**src/rtl/calc_seq_ctrl.sv**
```systemverilog
// calc_seq_ctrl: debounced two-key operand-entry sequencer for a switch-driven adder.
module calc_seq_ctrl #(
  parameter int WIDTH = 4,
  parameter int DEBOUNCE_CYCLES = 500000
) (
  input  logic             CLOCK_50,
  input  logic             RESET_N,
  input  logic             KEY_ENTER_N,
  input  logic             KEY_CLEAR_N,
  input  logic [WIDTH-1:0] SW,
  input  logic [WIDTH-1:0] add_sum,
  input  logic             add_cout,
  output logic [WIDTH-1:0] op_a,
  output logic [WIDTH-1:0] op_b,
  output logic [WIDTH-1:0] LED,
  output logic             LED_COUT,
  output logic [1:0]       state,
  output logic [7:0]       op_count
);
  localparam int CW = $clog2(DEBOUNCE_CYCLES + 1);
  localparam logic [CW-1:0] CMAX = CW'(DEBOUNCE_CYCLES - 1);
  typedef enum logic [1:0] {WAIT_A = 2'b00, WAIT_B = 2'b01, CALC = 2'b10, SHOW = 2'b11} state_t;
  // Bit 0 is enter, bit 1 is clear; both keys share one conditioning path.
  logic [1:0] keys, s1_q, s2_q, acc_q, prev_q, pulse_q;
  logic [CW-1:0] cnt_q [2];
  state_t state_q, state_d;
  logic [WIDTH-1:0] a_q, a_d, b_q, b_d, res_q, res_d;
  logic cout_q, cout_d;
  logic [7:0] ops_q, ops_d;
  assign keys = {KEY_CLEAR_N, KEY_ENTER_N};
  always_ff @(posedge CLOCK_50) begin
    if (!RESET_N) begin
      s1_q    <= '1;
      s2_q    <= '1;
      acc_q   <= '1;
      prev_q  <= '1;
      pulse_q <= '0;
      for (int k = 0; k < 2; k++) cnt_q[k] <= '0;
    end else begin
      s1_q    <= keys;
      s2_q    <= s1_q;
      prev_q  <= acc_q;
      pulse_q <= prev_q & ~acc_q;
      for (int k = 0; k < 2; k++) begin
        if (s2_q[k] == acc_q[k]) cnt_q[k] <= '0;
        else if (cnt_q[k] == CMAX) begin
          acc_q[k] <= s2_q[k];
          cnt_q[k] <= '0;
        end else cnt_q[k] <= cnt_q[k] + 1'b1;
      end
    end
  end
  always_ff @(posedge CLOCK_50) begin
    if (!RESET_N) begin
      state_q <= WAIT_A;
      a_q     <= '0;
      b_q     <= '0;
      res_q   <= '0;
      cout_q  <= 1'b0;
      ops_q   <= '0;
    end else begin
      state_q <= state_d;
      a_q     <= a_d;
      b_q     <= b_d;
      res_q   <= res_d;
      cout_q  <= cout_d;
      ops_q   <= ops_d;
    end
  end
  // Clear overrides everything, including the CALC commit.
  always_comb begin
    state_d = state_q;
    a_d     = a_q;
    b_d     = b_q;
    res_d   = res_q;
    cout_d  = cout_q;
    ops_d   = ops_q;
    if (pulse_q[1]) begin
      state_d = WAIT_A;
      a_d     = '0;
      b_d     = '0;
      res_d   = '0;
      cout_d  = 1'b0;
    end else begin
      case (state_q)
        WAIT_A: if (pulse_q[0]) begin
          a_d     = SW;
          state_d = WAIT_B;
        end
        WAIT_B: if (pulse_q[0]) begin
          b_d     = SW;
          state_d = CALC;
        end
        CALC: begin
          res_d   = add_sum;
          cout_d  = add_cout;
          ops_d   = ops_q + 8'd1;
          state_d = SHOW;
        end
        default: if (pulse_q[0]) begin
          a_d     = SW;
          b_d     = '0;
          state_d = WAIT_B;
        end
      endcase
    end
  end
  assign op_a     = a_q;
  assign op_b     = b_q;
  assign LED      = (state_q == WAIT_B) ? a_q : res_q;
  assign LED_COUT = cout_q;
  assign state    = state_q;
  assign op_count = ops_q;
endmodule

```
**config.mk**
```make
export PLATFORM = sky130hd
export DESIGN_NAME = calc_seq_ctrl
export DESIGN_NICKNAME = d
export VERILOG_FILES = /design/src/rtl/calc_seq_ctrl.sv
export SDC_FILE = /design/constraint.sdc
export NUM_CORES = 1
export LEC_CHECK = 0
export CORE_UTILIZATION = 30
export CTS_BUF_LIST = sky130_fd_sc_hd__clkbuf_16
export DETAILED_ROUTE_END_ITERATION = 7
export PLACE_DENSITY_LB_ADDON = 0.15
export SYNTH_ARGS = -nofsm -noshare
export SYNTH_HDL_FRONTEND = slang
export SYNTH_SLANG_ARGS = --single-unit
```
**constraint.sdc**
```tcl
create_clock -name CLOCK_50 -period 1.96 [get_ports CLOCK_50]
set_clock_uncertainty 0.15 [all_clocks]
set_input_delay 0.392 -clock CLOCK_50 [delete_from_list [all_inputs] [get_ports CLOCK_50]]
set_output_delay 0.392 -clock CLOCK_50 [all_outputs]
set_load 0.01 [all_outputs]
```
==> Word level (Yosys, flattened, before mapping) <==
Memories as Yosys holds them, arrays and structs flattened.
Index checks and enable logic that the tools add are counted.
{ "totals": {"reg_bits": 33, "mem_bits_rw": 38, "input_bits": 13, "output_inout_bits": 23, "word_cells": 84, "memories": 1} }
{ "op_classes": {"addsub": 3, "n_eq_ne": 7, "n_mux": 36, "n_bitwise": 14, "n_reduce_logical": 11} }
{ "mem_list": {"columns": ["name", "depth", "width", "read_ports", "rd_clocked_by_memory_dff", "wr", "line", "rtl"], "rows": [
  ["cnt_q", 2, 19, 2, 0, 2, "25", "logic [CW-1:0] cnt_q [2];"]
]} }
{ "ops": {"columns": ["operator", "n"], "rows": [
  ["19-bit two-way mux", 6],
  ["19-bit by 1-bit adder with 19-bit output (second input constant)", 2],
  ["19-bit == test (second input constant)", 2],
  ["1-bit two-way mux", 23],
  ["4-bit two-way mux", 3],
  ["2-bit AND reduction", 6],
  ["8-bit by 1-bit adder with 8-bit output (second input constant)", 1],
  ["4-bit one-hot mux with 2 select lines", 1],
  ["1-bit NOT", 6],
  ["1-bit bitwise OR", 6],
  ["2-bit OR reduction", 3],
  ["2-bit two-way mux", 2],
  ["2-bit one-hot mux with 2 select lines", 1],
  ["2-bit AND", 1],
  ["1-bit == test", 2],
  ["2-bit by 1-bit == test with 1-bit output (second input constant)", 1],
  ["2-bit == test (second input constant)", 1],
  ["2-bit zero test", 1],
  ["2-bit inequality test (second input constant)", 1],
  ["2-bit NOT", 1],
  ["2-bit nonzero test", 1]
]} }

==> Logic depth before layout (Yosys ltp) <==
Gate-level depths: netlist of the first run.
{ "logic_depth": {"word_depth": 7, "ltp_mapped": 7, "depth_no_buf": 6} }

==> Least setup slack after synthesis of the first run <==
Ideal clock, no wire load.
{ "synth_timing": {"path_type": "flip-flop to flip-flop", "startpoint": "memory cnt_q[1][0] (netlist bit)", "endpoint": "memory cnt_q[1][11] (netlist bit) (data pin)", "setup_ns": 0.257, "t_arrival_ns": 1.572, "path_slack_ns": -0.019, "path_stages_with_launch": 6, "period_less_slack_ns": 1.979, "cell_sequence": "edfxtp_1 ha_1 nand4_1 o211ai_2 buf_2 nor2_1"} }
{ "synth_rtl": {"columns": ["item", "line"], "rows": [
  ["start: declaration", "25"]
]} }

==> Worst setup path after layout of the first run <==
{ "layout_timing": {"startpoint": "register state_q[1] (netlist: state[1])", "endpoint": "output port LED[1]"} }
{ "layout_via": {"elab_chain_len": 2} }
{ "layout_lines": {"columns": ["item", "line", "rtl"], "rows": [
  ["start: declaration", "26", "state_t state_q, state_d;"],
  ["start signal: assignment", "62", "state_q <= state_d;"],
  ["2-bit by 1-bit == test with 1-bit output", "110", "assign LED = (state_q == WAIT_B) ? a_q : res_q;"],
  ["4-bit two-way mux", "110", null],
  ["end: declaration", "15", "output logic [WIDTH-1:0] LED,"]
]} }
No other way between the ends.

==> flow_summary.yaml, run 1 <==
outcome:
  status: "finished, final reports clean"
place:
  io_buffers: 35
  placedCellCount: 588
  place_congestion: 0.749
  dpl.hpwl_um: 5110
  postPlaceCellArea_mm2: 0.00446
clock_tree:
  clk_latency_ns: 0.33
  cts_tree: "built"
  cts.path.max_buffers: 2
  cts_buffers: 9
  ctsHoldBuffers: 0
  cts_root_buffer: "clkbuf_16"
  h-tree-depth: 3
  cts.sinks: 71
  clkTransAtPathRegs_ns: 0.06
die:
  rows: 38
  io-pin-count: 36
  die_area_mm2: 0.0118
  start_util_pct: 31.2
  die_x_um: 109
  fp.coreArea_mm2: 0.0110
  die_h_um: 109
logic_synthesis:
  seq_area_frac_synth_pct: 52.6
  ys_types: 44
  synth-edff-count: 38
  syn_avg_cell_area_um2: 10.3
  synthFlopType: "edfxtp_1"
  netlist_area_mm2: 0.00342
  yosysWarnings: 0
  synth_cells: 334
  ys_async_sr_fraction_pct: 0
  ys_ff_latch: 71
min_path:
  worstHoldStart: "s1_q[1]$_SDFF_PN1_"
  holdPathEnd: "s2_q[1]$_SDFF_PN1_"
  hold_depth: 1
  min-delay-path-class: "reg2reg"
setup_path:
  r2r_cells: 4
  cp_max_fo: 6
  cp-end-kind: "primary output"
  r2r_slack_ns: 0.12
  worstSetupStartpoint: "state[1]$_SDFFE_PP0P_"
  r2r_end: "cnt_q[0][17]$_SDFFCE_PN0P_"
  required_ns: 1.42
  arrival_ns: 1.35
  worstSetupPathType: "reg2out"
  critPathLaunchType: "flop"
  regToRegStartpoint: "cnt_q[0][4]$_SDFFCE_PN0P_"
layout:
  fill_cells: 1101
  final_util_pct: 43.8
  drive_gt1_share_pct: 19.2
  antenna-diode-count: 0
  instances_no_fill: 608
  fin_area_mm2: 0.00481
  nets: 483
  syn_to_final_growth_pct: 40.5
route:
  viasPerCell: 4.45
  drt_pre_antenna_iters: 4
  drc_errors: 0
  first_iter_violations: 110
  vias: 2706
  ant_nets: 0
  wl_per_cell_um: 11.4
  wl_um: 6950
grt:
  first_global_vias: 2674
  overflow: 0
  grt_max_degree: 20
  antenna_found_initial: 0
  grt_pass1_wl_um: 12000
  grtUsageTotal_pct: 13.2
pwr:
  pwr_density_cell_mw_per_mm2: 725
  leakagePower_nw: 1.78
  irDropWorstVdd_mv: 0.333
sta:
  timing.hold.ws_ns: 0.265
  period_needed_ns: 1.90
  setup_viol: 0
  tns_ns: 0
  hold_viol_final: 0
  fmax_mhz: 527
  maxSlewViolCount: 0
  finalCritPeriodShare_pct: 96.7
  rsz0062_at_grt: "true"
job:
  maxCapViolations: 0
-- metal layers --
| layer | part of all wire, % | up-vias | global-route usage [%] |
|---|---|---|---|
| met3 | 3.8 | 13 | 2.75 |
| li1 | - | 1408 | - |
| met1 | 49 | 1239 | 16.7 |
| met2 | 45 | 46 | 21.3 |
| met4 | 2.2 | 0 | 6.95 |
| met5 | 0 | - | 0 |
-- registers in the layout (all words and copies together) (netlist names), 4 cells and up --
name / flops
op_b: 4
res_q: 4
op_count: 8
cnt_q: 38
op_a: 4
-- cell usage in the layout, fill, tap and decap left out, drive strengths merged, types with 2 or more instances in the layout --
master / n
buf: 59
nor2: 57
edfxtp: 38
conb: 38
dfxtp: 33
clkdlybuf4s50: 31
xnor2: 22
nand2: 19
nand3: 16
inv: 16
nand4: 16
xor2: 15
a21oi: 12
mux2i: 11
clkbuf: 10
nor4: 10
nor3: 8
ha: 7
nand2b: 5
mux2: 4
or2: 4
clkinv: 4
and2: 3
nor2b: 3
or4: 3
nor4bb: 2
and3: 2
nor3b: 2
o31ai: 2
nor4b: 2
o21ai: 2
-- cells in the mapped netlist (3+ instances only) --
library cell,number,area [um2]
nand2b_1,5,31.3
nand2_1,19,71.3
mux2i_1,11,110
and2_1,3,18.8
edfxtp_1,38,1140
dfxtp_1,33,661
nand3_1,16,80.1
nand4_1,15,93.8
nor2_1,57,214
nor2b_1,3,18.8
mux2_2,4,45.0
clkbuf_1,5,18.8
buf_2,3,15.0
a21oi_1,12,60.1
inv_1,15,56.3
nor4_1,10,62.6
ha_1,7,87.6
xor2_1,15,131
nor3_1,8,40.0
xnor2_1,22,193
or4_1,3,22.5
-- stage by stage --
stage / power, mW / worst slack, ns
global route: 3.63 / -0.000544
detailed placement: 1.84 / -0.0813
finish: 3.49 / 0.0642
global placement: 1.84 / -0.0714
CTS: 3.54 / 0.0322
floorplan: 1.74 / 0.00970
-- final cells by class --
type | count | area [um2] | share of cell area [%]
clock buffer | 10 | 250 | 5.20
timing repair buffer | 90 | 772 | 16.0
clock inverter | 6 | 58.8 | 1.22
tap | 140 | 175 | 3.64
sequential | 71 | 1800 | 37.5
inverter | 15 | 56.3 | 1.17
multi-input combinational | 276 | 1700 | 35.2
-- worst max-delay path, stage by stage, from the launching register on --
cell	delay, ns
dfxtp_1	0.31
inv_2	0.07
ha_4	0.17
mux2_2	0.34
buf_2	0.14
-- kinds of logic after synthesis --
| logic type | count (synthesis) | share of synthesized area, % |
|---|---|---|
| other | 1 | 0.110 |
| AND/OR/NAND/NOR | 157 | 23.7 |
| flip-flops | 71 | 52.6 |
| multiplexers | 15 | 4.53 |
| XOR/XNOR | 37 | 9.46 |
| buffers and inverters | 24 | 2.78 |
| adder cells (fa/ha/maj) | 7 | 2.56 |
| AO/OA/AOI/OAI | 22 | 4.20 |
-- power breakdown --
| group | total [mW] | switching, mW | internal (mW) |
|---|---|---|---|
| sequential | 1.63 | 0.0306 | 1.60 |
| combinational | 0.178 | 0.0822 | 0.0959 |
| clock | 1.67 | 0.620 | 1.05 |
-- what timing repair did --
item                                    4_1_cts  5_1_grt
gates resized for setup                      20        5
setup buffers                                 0        4
hold endpoints to repair                      0        0
pin swaps                                     1        4
endpoints found under the setup margin        4       19
-- worst max-delay path by stage --
stage,to,slack (ns)
2_1_floorplan,cnt_q[0][18]$_SDFFCE_PN0P_,0.01
3_3_place_gp,LED[0],-0.07
3_5_place_dp,LED[1],-0.08
4_1_cts,LED[1],0.03
5_1_grt,cnt_q[0][15]$_SDFFCE_PN0P_,-0.0005
6_report,LED[1],0.06
Power figures use the tool's default switching activity.
==> run 2, diff against run 1 <==
--- a/config.mk
+++ b/config.mk
@@ -7,6 +7,7 @@
 export LEC_CHECK = 0
 export CORE_UTILIZATION = 30
 export CTS_BUF_LIST = sky130_fd_sc_hd__clkbuf_16
+export CTS_CLUSTER_DIAMETER = 80
 export DETAILED_ROUTE_END_ITERATION = 7
 export PLACE_DENSITY_LB_ADDON = 0.15
 export SYNTH_ARGS = -nofsm -noshare
==> results of run 2 <==
The final DEF is identical to that of run 1; final timing and power are the same.
==> run 3, diff against run 2 <==
--- a/config.mk
+++ b/config.mk
@@ -10,6 +10,7 @@
 export CTS_CLUSTER_DIAMETER = 80
 export DETAILED_ROUTE_END_ITERATION = 7
 export PLACE_DENSITY_LB_ADDON = 0.15
+export SKIP_LAST_GASP = 1
 export SYNTH_ARGS = -nofsm -noshare
 export SYNTH_HDL_FRONTEND = slang
 export SYNTH_SLANG_ARGS = --single-unit
==> flow_summary.yaml, run 3 (synthesized netlist as in run 1, its figures left out) <==
min_path:
  holdPathEnd: "s2_q[1]$_SDFF_PN1_"
  worstHoldStart: "s1_q[1]$_SDFF_PN1_"
  hold_depth: 1
  min-delay-path-class: "reg2reg"
setup_path:
  arrival_ns: 1.35
  r2r_cells: 5
  critPathLaunchType: "flop"
  worstSetupPathType: "reg2out"
  r2r_slack_ns: 0.10
  regToRegStartpoint: "cnt_q[0][7]$_SDFFCE_PN0P_"
  cp-end-kind: "primary output"
  cp_max_fo: 6
  r2r_end: "cnt_q[0][15]$_SDFFCE_PN0P_"
  required_ns: 1.42
clock_tree:
  cts_buffers: 9
  clkTransAtPathRegs_ns: 0.06
  clk_latency_ns: 0.33
  cts_tree: "built"
  cts_root_buffer: "clkbuf_16"
  cts.sinks: 71
  ctsHoldBuffers: 0
  h-tree-depth: 3
  cts.path.max_buffers: 2
place:
  dp_slack_ns: -0.0813
  io_buffers: 35
  dpl.hpwl_um: 5110
  place_congestion: 0.749
  postPlaceCellArea_mm2: 0.00446
route:
  drt_pre_antenna_iters: 4
  drc_errors: 0
  first_iter_violations: 106
  vias: 2697
  viasPerCell: 4.44
  wl_per_cell_um: 11.4
  wl_um: 6940
  ant_nets: 0
job:
  maxCapViolations: 0
sta:
  period_needed_ns: 1.90
  hold_viol_final: 0
  finalWorstSetupSlack_ns: 0.0640
  tns_ns: 0
  fmax_mhz: 527
  rsz0062_at_grt: "true"
  finalCritPeriodShare_pct: 96.7
  maxSlewViolCount: 0
  setup_viol: 0
  timing.hold.ws_ns: 0.265
grt:
  overflow: 0
  first_global_vias: 2674
  grt_max_degree: 20
  grtUsageTotal_pct: 13.2
  grt_pass1_wl_um: 12000
  antenna_found_initial: 0
outcome:
  status: "finished, final reports clean"
layout:
  final_util_pct: 43.7
  fill_cells: 1103
  fin_area_mm2: 0.00480
  syn_to_final_growth_pct: 40.2
  regMostFlops: "cnt_q"
  seq_area_mm2: 0.00180
  drive_gt1_share_pct: 19.0
  antenna-diode-count: 0
  final_cell_mix: "nor2_1, buf_4, edfxtp_1, conb_1, dfxtp_1"
  largest_reg_flops: 38
  multi_input_area_mm2: 0.00169
  final_common_cell: "nor2_1"
  nets: 483
die:
  die_h_um: 109
  start_util_pct: 31.2
  fp.coreArea_mm2: 0.0110
  die_x_um: 109
  die_area_mm2: 0.0118
  rows: 38
  io-pin-count: 36
pwr:
  irDropWorstVdd_mv: 0.326
  leakagePower_nw: 1.78
  pwr_density_cell_mw_per_mm2: 726
-- run 3: cell types whose count changed in the layout (fill, tap and decap cells not counted) --
cell | previous run | this run
buf_4 | 52 | 53
buf_6 | 1 | 0
nor4b_1 | 1 | 2
nor4b_2 | 1 | 0
-- run 3: power breakdown --
group | switching, mW | internal (mW) | total [mW]
logic | 0.0824 | 0.0951 | 0.178
registers | 0.0297 | 1.60 | 1.63
clock network | 0.621 | 1.05 | 1.67
total | 0.733 | 2.75 | 3.49
-- run 3: final cells by class --
| class | count | share of cell area [%] |
|---|---|---|
| tap | 140 | 3.65 |
| sequential | 71 | 37.6 |
| clock buffer | 10 | 5.21 |
| timing repair buffer | 90 | 16.0 |
| inverter | 15 | 1.17 |
| multi-input combinational | 276 | 35.2 |
| clock inverter | 6 | 1.22 |
-- run 3: worst max-delay path by stage --
stage | from | to | cells past startpoint
after detailed placement | state[1]$_SDFFE_PP0P_ | LED[1] | 4
after CTS | state[1]$_SDFFE_PP0P_ | LED[1] | 4
after floorplan | cnt_q[0][0]$_SDFFCE_PN0P_ | cnt_q[0][18]$_SDFFCE_PN0P_ | 5
after global placement | state[1]$_SDFFE_PP0P_ | LED[0] | 4
after global routing | cnt_q[0][7]$_SDFFCE_PN0P_ | cnt_q[0][15]$_SDFFCE_PN0P_ | 5
final | state[1]$_SDFFE_PP0P_ | LED[1] | 4
-- run 3: critical path, stage by stage, from the launching register on --
cell	delay, ns
dfxtp_1	0.31
inv_2	0.07
ha_4	0.17
mux2_2	0.34
buf_2	0.14
-- run 3: routing by layer --
metal  vias to the layer above  global-route usage (%)  share of wire (%)
met3                        13                    2.75                3.7
met4                         0                    6.95                2.2
met2                        44                    21.3                 45
li1                       1406                       -                  -
met1                      1234                    16.7                 49
met5                         -                       0                  0
-- run 3: per-stage QoR --
stage | std cells | power, mW
floorplan | 371 | 1.74
global placement | 588 | 1.84
detailed placement | 588 | 1.84
CTS | 604 | 3.54
global route | 608 | 3.63
finish | 608 | 3.49
-- run 3: timing repair --
| item | CTS | global route |
|---|---|---|
| endpoints found under the setup margin | 4 | 19 |
| gates cloned | 0 | 0 |
| pin swaps | 1 | 3 |
| resized for setup | 20 | 3 |
| buffers inserted | 0 | 4 |
